<file path="config.mk">
export PLATFORM = sky130hd
export DESIGN_NAME = sigmoid_sched
export DESIGN_NICKNAME = d
export VERILOG_FILES = /design/src/rtl/sigmoid_sched.sv
export SDC_FILE = /design/constraint.sdc
export NUM_CORES = 1
export LEC_CHECK = 0
export BUFFER_PORTS_ARGS = -buffer_cell sky130_fd_sc_hd__buf_2
export CAP_MARGIN = 20
export CORE_ASPECT_RATIO = 0.8
export CORE_MARGIN = 2
export CORE_UTILIZATION = 43
export DETAILED_ROUTE_END_ITERATION = 8
export GPL_TIMING_DRIVEN = 0
export PLACE_DENSITY_LB_ADDON = 0.2
export SLEW_MARGIN = 20
export SYNTH_ARGS = -nofsm -noshare
export SYNTH_HDL_FRONTEND = slang
export SYNTH_SLANG_ARGS = --single-unit
</file>
<file path="constraint.sdc">
create_clock -name clk -period 1.75 [get_ports clk]
set_input_delay 0.35 -clock clk [delete_from_list [all_inputs] [get_ports clk]]
set_output_delay 0.35 -clock clk [all_outputs]
set_load 0.05 [all_outputs]
</file>
<file path="src/rtl/sigmoid_sched.sv">
// sigmoid_sched: round-robin two-requester scheduler sharing one pipelined sigmoid datapath
module sigmoid_sched #(
    parameter int LAT   = 1,
    parameter int CNT_W = 16
) (
    input  logic             clk,
    input  logic             reset_n,
    input  logic             req0_valid,
    input  logic [7:0]       req0_x,
    output logic             req0_ready,
    output logic             rsp0_valid,
    output logic [15:0]      rsp0_data,
    input  logic             rsp0_ready,
    input  logic             req1_valid,
    input  logic [7:0]       req1_x,
    output logic             req1_ready,
    output logic             rsp1_valid,
    output logic [15:0]      rsp1_data,
    input  logic             rsp1_ready,
    output logic             dp_valid,
    output logic [7:0]       dp_x,
    input  logic [15:0]      dp_out,
    output logic             busy,
    output logic [CNT_W-1:0] ops_done
);
    logic [LAT:0]     tag_v_q, tag_v_d, tag_id_q, tag_id_d;
    logic             rr_q, rr_d, dp_valid_q, dp_valid_d;
    logic             rsp0_valid_q, rsp0_valid_d, rsp1_valid_q, rsp1_valid_d;
    logic [7:0]       dp_x_q, dp_x_d;
    logic [15:0]      rsp0_data_q, rsp0_data_d, rsp1_data_q, rsp1_data_d;
    logic [CNT_W-1:0] ops_q, ops_d;
    logic             el0, el1, g0, g1, cap0, cap1;

    always_comb begin
        el0          = req0_valid & ~(|(tag_v_q & ~tag_id_q) | rsp0_valid_q);
        el1          = req1_valid & ~(|(tag_v_q & tag_id_q) | rsp1_valid_q);
        g0           = el0 & (~el1 | ~rr_q);
        g1           = el1 & (~el0 | rr_q);
        tag_v_d      = {tag_v_q[LAT-1:0], g0 | g1};
        tag_id_d     = {tag_id_q[LAT-1:0], g1};
        rr_d         = (g0 | g1) ? g0 : rr_q;
        dp_valid_d   = g0 | g1;
        dp_x_d       = g0 ? req0_x : g1 ? req1_x : dp_x_q;
        cap0         = tag_v_q[LAT] & ~tag_id_q[LAT];
        cap1         = tag_v_q[LAT] & tag_id_q[LAT];
        rsp0_valid_d = cap0 | (rsp0_valid_q & ~rsp0_ready);
        rsp1_valid_d = cap1 | (rsp1_valid_q & ~rsp1_ready);
        rsp0_data_d  = cap0 ? dp_out : rsp0_data_q;
        rsp1_data_d  = cap1 ? dp_out : rsp1_data_q;
        ops_d        = ops_q + CNT_W'(rsp0_valid_q & rsp0_ready) + CNT_W'(rsp1_valid_q & rsp1_ready);
    end

    always_ff @(posedge clk or negedge reset_n) begin
        if (!reset_n) begin
            tag_v_q      <= '0;
            tag_id_q     <= '0;
            rr_q         <= 1'b0;
            dp_valid_q   <= 1'b0;
            dp_x_q       <= '0;
            rsp0_valid_q <= 1'b0;
            rsp1_valid_q <= 1'b0;
            rsp0_data_q  <= '0;
            rsp1_data_q  <= '0;
            ops_q        <= '0;
        end else begin
            tag_v_q      <= tag_v_d;
            tag_id_q     <= tag_id_d;
            rr_q         <= rr_d;
            dp_valid_q   <= dp_valid_d;
            dp_x_q       <= dp_x_d;
            rsp0_valid_q <= rsp0_valid_d;
            rsp1_valid_q <= rsp1_valid_d;
            rsp0_data_q  <= rsp0_data_d;
            rsp1_data_q  <= rsp1_data_d;
            ops_q        <= ops_d;
        end
    end

    assign req0_ready = g0;
    assign req1_ready = g1;
    assign rsp0_valid = rsp0_valid_q;
    assign rsp1_valid = rsp1_valid_q;
    assign rsp0_data  = rsp0_data_q;
    assign rsp1_data  = rsp1_data_q;
    assign dp_valid   = dp_valid_q;
    assign dp_x       = dp_x_q;
    assign busy       = |tag_v_q | rsp0_valid_q | rsp1_valid_q;
    assign ops_done   = ops_q;
endmodule

</file>
# Word level (Yosys, flattened, before mapping)
# Cells that the tools add are included.
# totals
register_bits	64
latchBits	0
ram_bits	0
romBits	0
in_bits	38
out_inout_bits	62
wordCells	48
memories	0
# op_classes
addsub	2
multipliers	0
n_div	0
order_cmp	0
eq_ne	0
shifts	0
mux	2
bitwise_logic	30
reduce_logical	4
# op_table
operator	n
16-bit by 1-bit adder with 16-bit output	2
8-bit 2-to-1 mux	2
1-bit bitwise AND	10
1-bit bitwise OR	9
1-bit NOT	8
2-bit OR reduction	3
2-bit bitwise AND	2
2-bit NOT	1
2-bit nonzero test	1

# Logic depth before layout (Yosys ltp)
# logic_depth
ltp_word	11
depth_mapped	6
depth_no_buf	6

# Worst setup path before layout
# Ideal clock, no wire load.
# synth_timing
path_type	register to output
startpoint	register tag_v_q[0]
endpoint	output port req0_ready
arrival_ns	1.889
required_ns	1.400
setup_slack_ns	-0.489
path_stages_with_launch	5
n_path_buf	1
path_cell_list	dfrtp_1 -> nand2_1 -> and4_1 -> clkbuf_1 -> nor2_1
# synth_between
elab_chain_cells	8
word_cells_on_any_way	13
classes_between	11 x bitwise; 2 x reduce/logical
# synth_lines
element	line	source
start, declared	26	logic [LAT:0] tag_v_q, tag_v_d, tag_id_q, tag_id_d;
start signal, assigned	66	tag_v_q <= tag_v_d;
2-bit bitwise AND	36	el1 = req1_valid & ~(|(tag_v_q & tag_id_q) | rsp1_valid_q);
2-bit OR reduction	36	
1-bit bitwise OR	36	
1-bit NOT	36	
1-bit bitwise AND	36	
1-bit NOT	37	g0 = el0 & (~el1 | ~rr_q);
1-bit bitwise OR	37	
1-bit bitwise AND (*)	37	
end, declared	10	output logic req0_ready,
# Every way passes the cells marked *; elsewhere a longest branch is shown, timed or not.

# Worst setup path in the final report
# layout_timing
startpoint	register rsp1_valid_q, in the netlist rsp1_valid
endpoint	output port busy
# layout_between
elab_chain_cells	1
# layout_lines
element	line	source
start, declared	28	logic rsp0_valid_q, rsp0_valid_d, rsp1_valid_q, rsp1_valid_d;
start signal, assigned	72	rsp1_valid_q <= rsp1_valid_d;
1-bit bitwise OR	87	assign busy = |tag_v_q | rsp0_valid_q | rsp1_valid_q;
end, declared	23	output logic busy,
# No other way between the ends.

==> flow_metrics.env <==
export IMPL_worst_setup_path_type="reg2out"
export IMPL_wl_per_cell_um=14.1
export IMPL_grt_total_usage=0.169
export IMPL_ioPinCount=100
export IMPL_synth_top_area_share=0.628
export IMPL_fin_crit_ns=1.84
export IMPL_hold_violations=0
export IMPL_yosysWarnings=0
export IMPL_drtIter0Drc=112
export IMPL_cts_max_path_buffers=2
export IMPL_die_x_um=89.4
export IMPL_cp_end_kind="output pin"
export IMPL_slew_limit_headroom=0.488
export IMPL_drv_slew=0
export IMPL_outcome="complete, but fails checks"
export IMPL_clock_sinks=63
export IMPL_grt_pass1_wl_um=8140
export IMPL_clk_pin_slew_ns=0.08
export IMPL_synthesis_area_um2=2510
export IMPL_path_max_fanout=5
export IMPL_synth_edf_count=0
export IMPL_worstMarginPinSlew_ns=0.768
export IMPL_synth_largest_area_cell="dfrtp_1"
export IMPL_r2r_start="rsp1_valid"
export IMPL_worst_setup_path_start_kind="flop"
export IMPL_setup_violations_final=3
export IMPL_dieArea_um2=6460
export IMPL_port_buffers=99
export IMPL_drive_gt1_frac=0.607
export IMPL_start_util=0.454
export IMPL_syn_instance_count=175
export IMPL_arrival_ns=1.49
export IMPL_vias_per_cell=4.82
export IMPL_synth_cell_type_count=27
export IMPL_rsz0062_at_grt="true"
export IMPL_place_hpwl_um=3660
export IMPL_maxCapViolations=0
export IMPL_antenna_found_initial=0
export IMPL_hold_buffers=0
export IMPL_max_freq_mhz=543
export IMPL_cts_tree="built"
export IMPL_overflow=0
export IMPL_clk_latency_ns=0.34
export IMPL_ys_dominant_reg_cell="dfrtp_1"
export IMPL_avgSynthCellArea_um2=14.3
export IMPL_ys_top_cells_by_area="dfrtp_1, mux2_2, xnor2_1"
export IMPL_instances_no_fill=376
export IMPL_critPathRequiredTime_ns=1.40
export IMPL_dp_cells=352
export IMPL_area_growth_pct=39.5
export IMPL_place_congestion=0.785
export IMPL_wl_um=5320
export IMPL_die_h_um=72.3
export IMPL_critPathLaunch="rsp1_valid"
export IMPL_ys_async_sr_fraction=1.00
export IMPL_drtAntennaViolNets=0
export IMPL_violations="negative setup slack"
export IMPL_drtPass1Iterations=4
export IMPL_grt_max_degree=64
export IMPL_cts_root_buf="clkbuf_8"
export IMPL_ys_ff_latch=63
export IMPL_ys_seq_area_frac=0.628
export IMPL_period_share=1.05
export IMPL_grt_pass1_vias=1656
export IMPL_hold_path_class="in2async"
export IMPL_drc=0
export IMPL_numCtsBuffers=9
export IMPL_clock_skew_ns=0.0105
export IMPL_vias=1811
export IMPL_htree_levels=3
export IMPL_synthesis_nets=215
export IMPL_nNetsFinal=333
export IMPL_setup_slack_ns=-0.0912
export IMPL_fillers=480
export IMPL_fp_row_count=24
export IMPL_n_antenna_cell=0
export IMPL_coreArea_um2=5530
-- state kept, by name, summed over array words and instances (netlist names) --
signal and count:
rsp1_valid 1, dp_x 8, tag_v_q 2, ops_done 16, rsp1_data 16, rr_q 1, rsp0_data 16, rsp0_valid 1
tag_id_q 2
-- metrics by stage --
stage | hold slack, ns | setup TNS (ns) | setup WS (ns) | util | instance area, um^2
after floorplan | 0.0544 | 0 | 0.00643 | - | 2530
after global placement | 0.387 | -1.31 | -0.205 | 0.565 | 3120
after detailed placement | 0.389 | -1.38 | -0.207 | 0.565 | 3120
after CTS | 0.113 | -0.466 | -0.177 | 0.623 | 3440
after global routing | 0.152 | -0.357 | -0.137 | 0.633 | 3500
final | 0.0937 | -0.163 | -0.0912 | 0.633 | 3500
-- path summary, 6_finish.rpt --
path                                     end  slack [ns]  cells past startpoint
max in group asynchronous         rsp0_valid        1.12                      1
worst min-delay path            rsp1_data[8]        0.09                      1
min in group clk                  rsp1_valid        0.20                      2
worst max register to register   ops_done[8]        0.08                      6
worst min register to register    tag_v_q[1]        0.46                      0
worst max-delay path                    busy       -0.09                      2
-- placed cells by master (no fill, tap or decap), types with 2 or more instances in the layout --
cell type | synthesis | layout
a221o_1 | 8 | 8
buf_2 | 2 | 97
inv_1 | 5 | 3
and4_1 | 3 | 2
clkinv_4 | 0 | 2
nor3b_1 | 8 | 8
clkbuf_8 | 0 | 9
buf_8 | 0 | 3
o21ai_0 | 2 | 2
xnor2_1 | 11 | 11
nand2_1 | 6 | 5
dfrtp_1 | 63 | 58
inv_2 | 0 | 2
dfrtp_2 | 0 | 5
and3_1 | 5 | 4
buf_4 | 0 | 11
nand3_1 | 8 | 8
xor2_1 | 3 | 3
and2_4 | 0 | 2
bufinv_16 | 0 | 2
clkinvlp_4 | 0 | 2
buf_6 | 2 | 2
mux2_2 | 32 | 32
-- routing by layer --
metal	part of all wire	global-route usage
met4	0.0086	0.0448
met5	0	0
met2	0.47	0.240
met3	0.078	0.0796
met1	0.45	0.236
-- layout make-up --
class	count	area, um^2	share of cell area
flip-flops and latches	63	1580	0.452
multi-input cells	101	942	0.269
repair buffers	110	614	0.176
clock buffers	9	124	0.0354
clock inverters	7	97.6	0.0279
well taps	78	97.6	0.0279
plain buffers	3	21.3	0.00608
inverters	5	18.8	0.00536
-- cells in the mapped netlist, types with 2 or more instances --
master	number
inv_1	5
buf_2	2
buf_6	2
and4_1	3
a221o_1	8
nand2_1	6
nand3_1	8
and2_1	3
xnor2_1	11
clkbuf_1	2
o21ai_0	2
mux2_2	32
nor2_1	2
nor3b_1	8
dfrtp_1	63
xor2_1	3
and3_1	5
-- critical path, stage by stage (launching register included) --
cell and delay, ns:
dfrtp_2 0.45, or4_4 0.54, buf_8 0.17
-- timing repair --
| action | 4_1_cts | 5_1_grt |
|---|---|---|
| buffers inserted | 5 | 6 |
| gates resized for setup | 16 | 12 |
| endpoints found under the setup margin | 11 | 12 |
| endpoints found under the hold margin | 0 | 0 |
| pin swaps | 3 | 5 |
-- logic make-up after synthesis --
group                      Yosys count  synth area share
AOI/OAI and AO/OA                   14            0.0499
buffers and inverters               11            0.0234
adders and majority gates            2            0.0130
muxes                               32             0.144
DFF                                 63             0.628
xor gates and xnor gates            14            0.0489
and+or+nand+nor                     39            0.0928
Power is left out: the tool's default activity adds up to more than one toggle a clock period on the data nets, which glitch-free logic cannot reach.
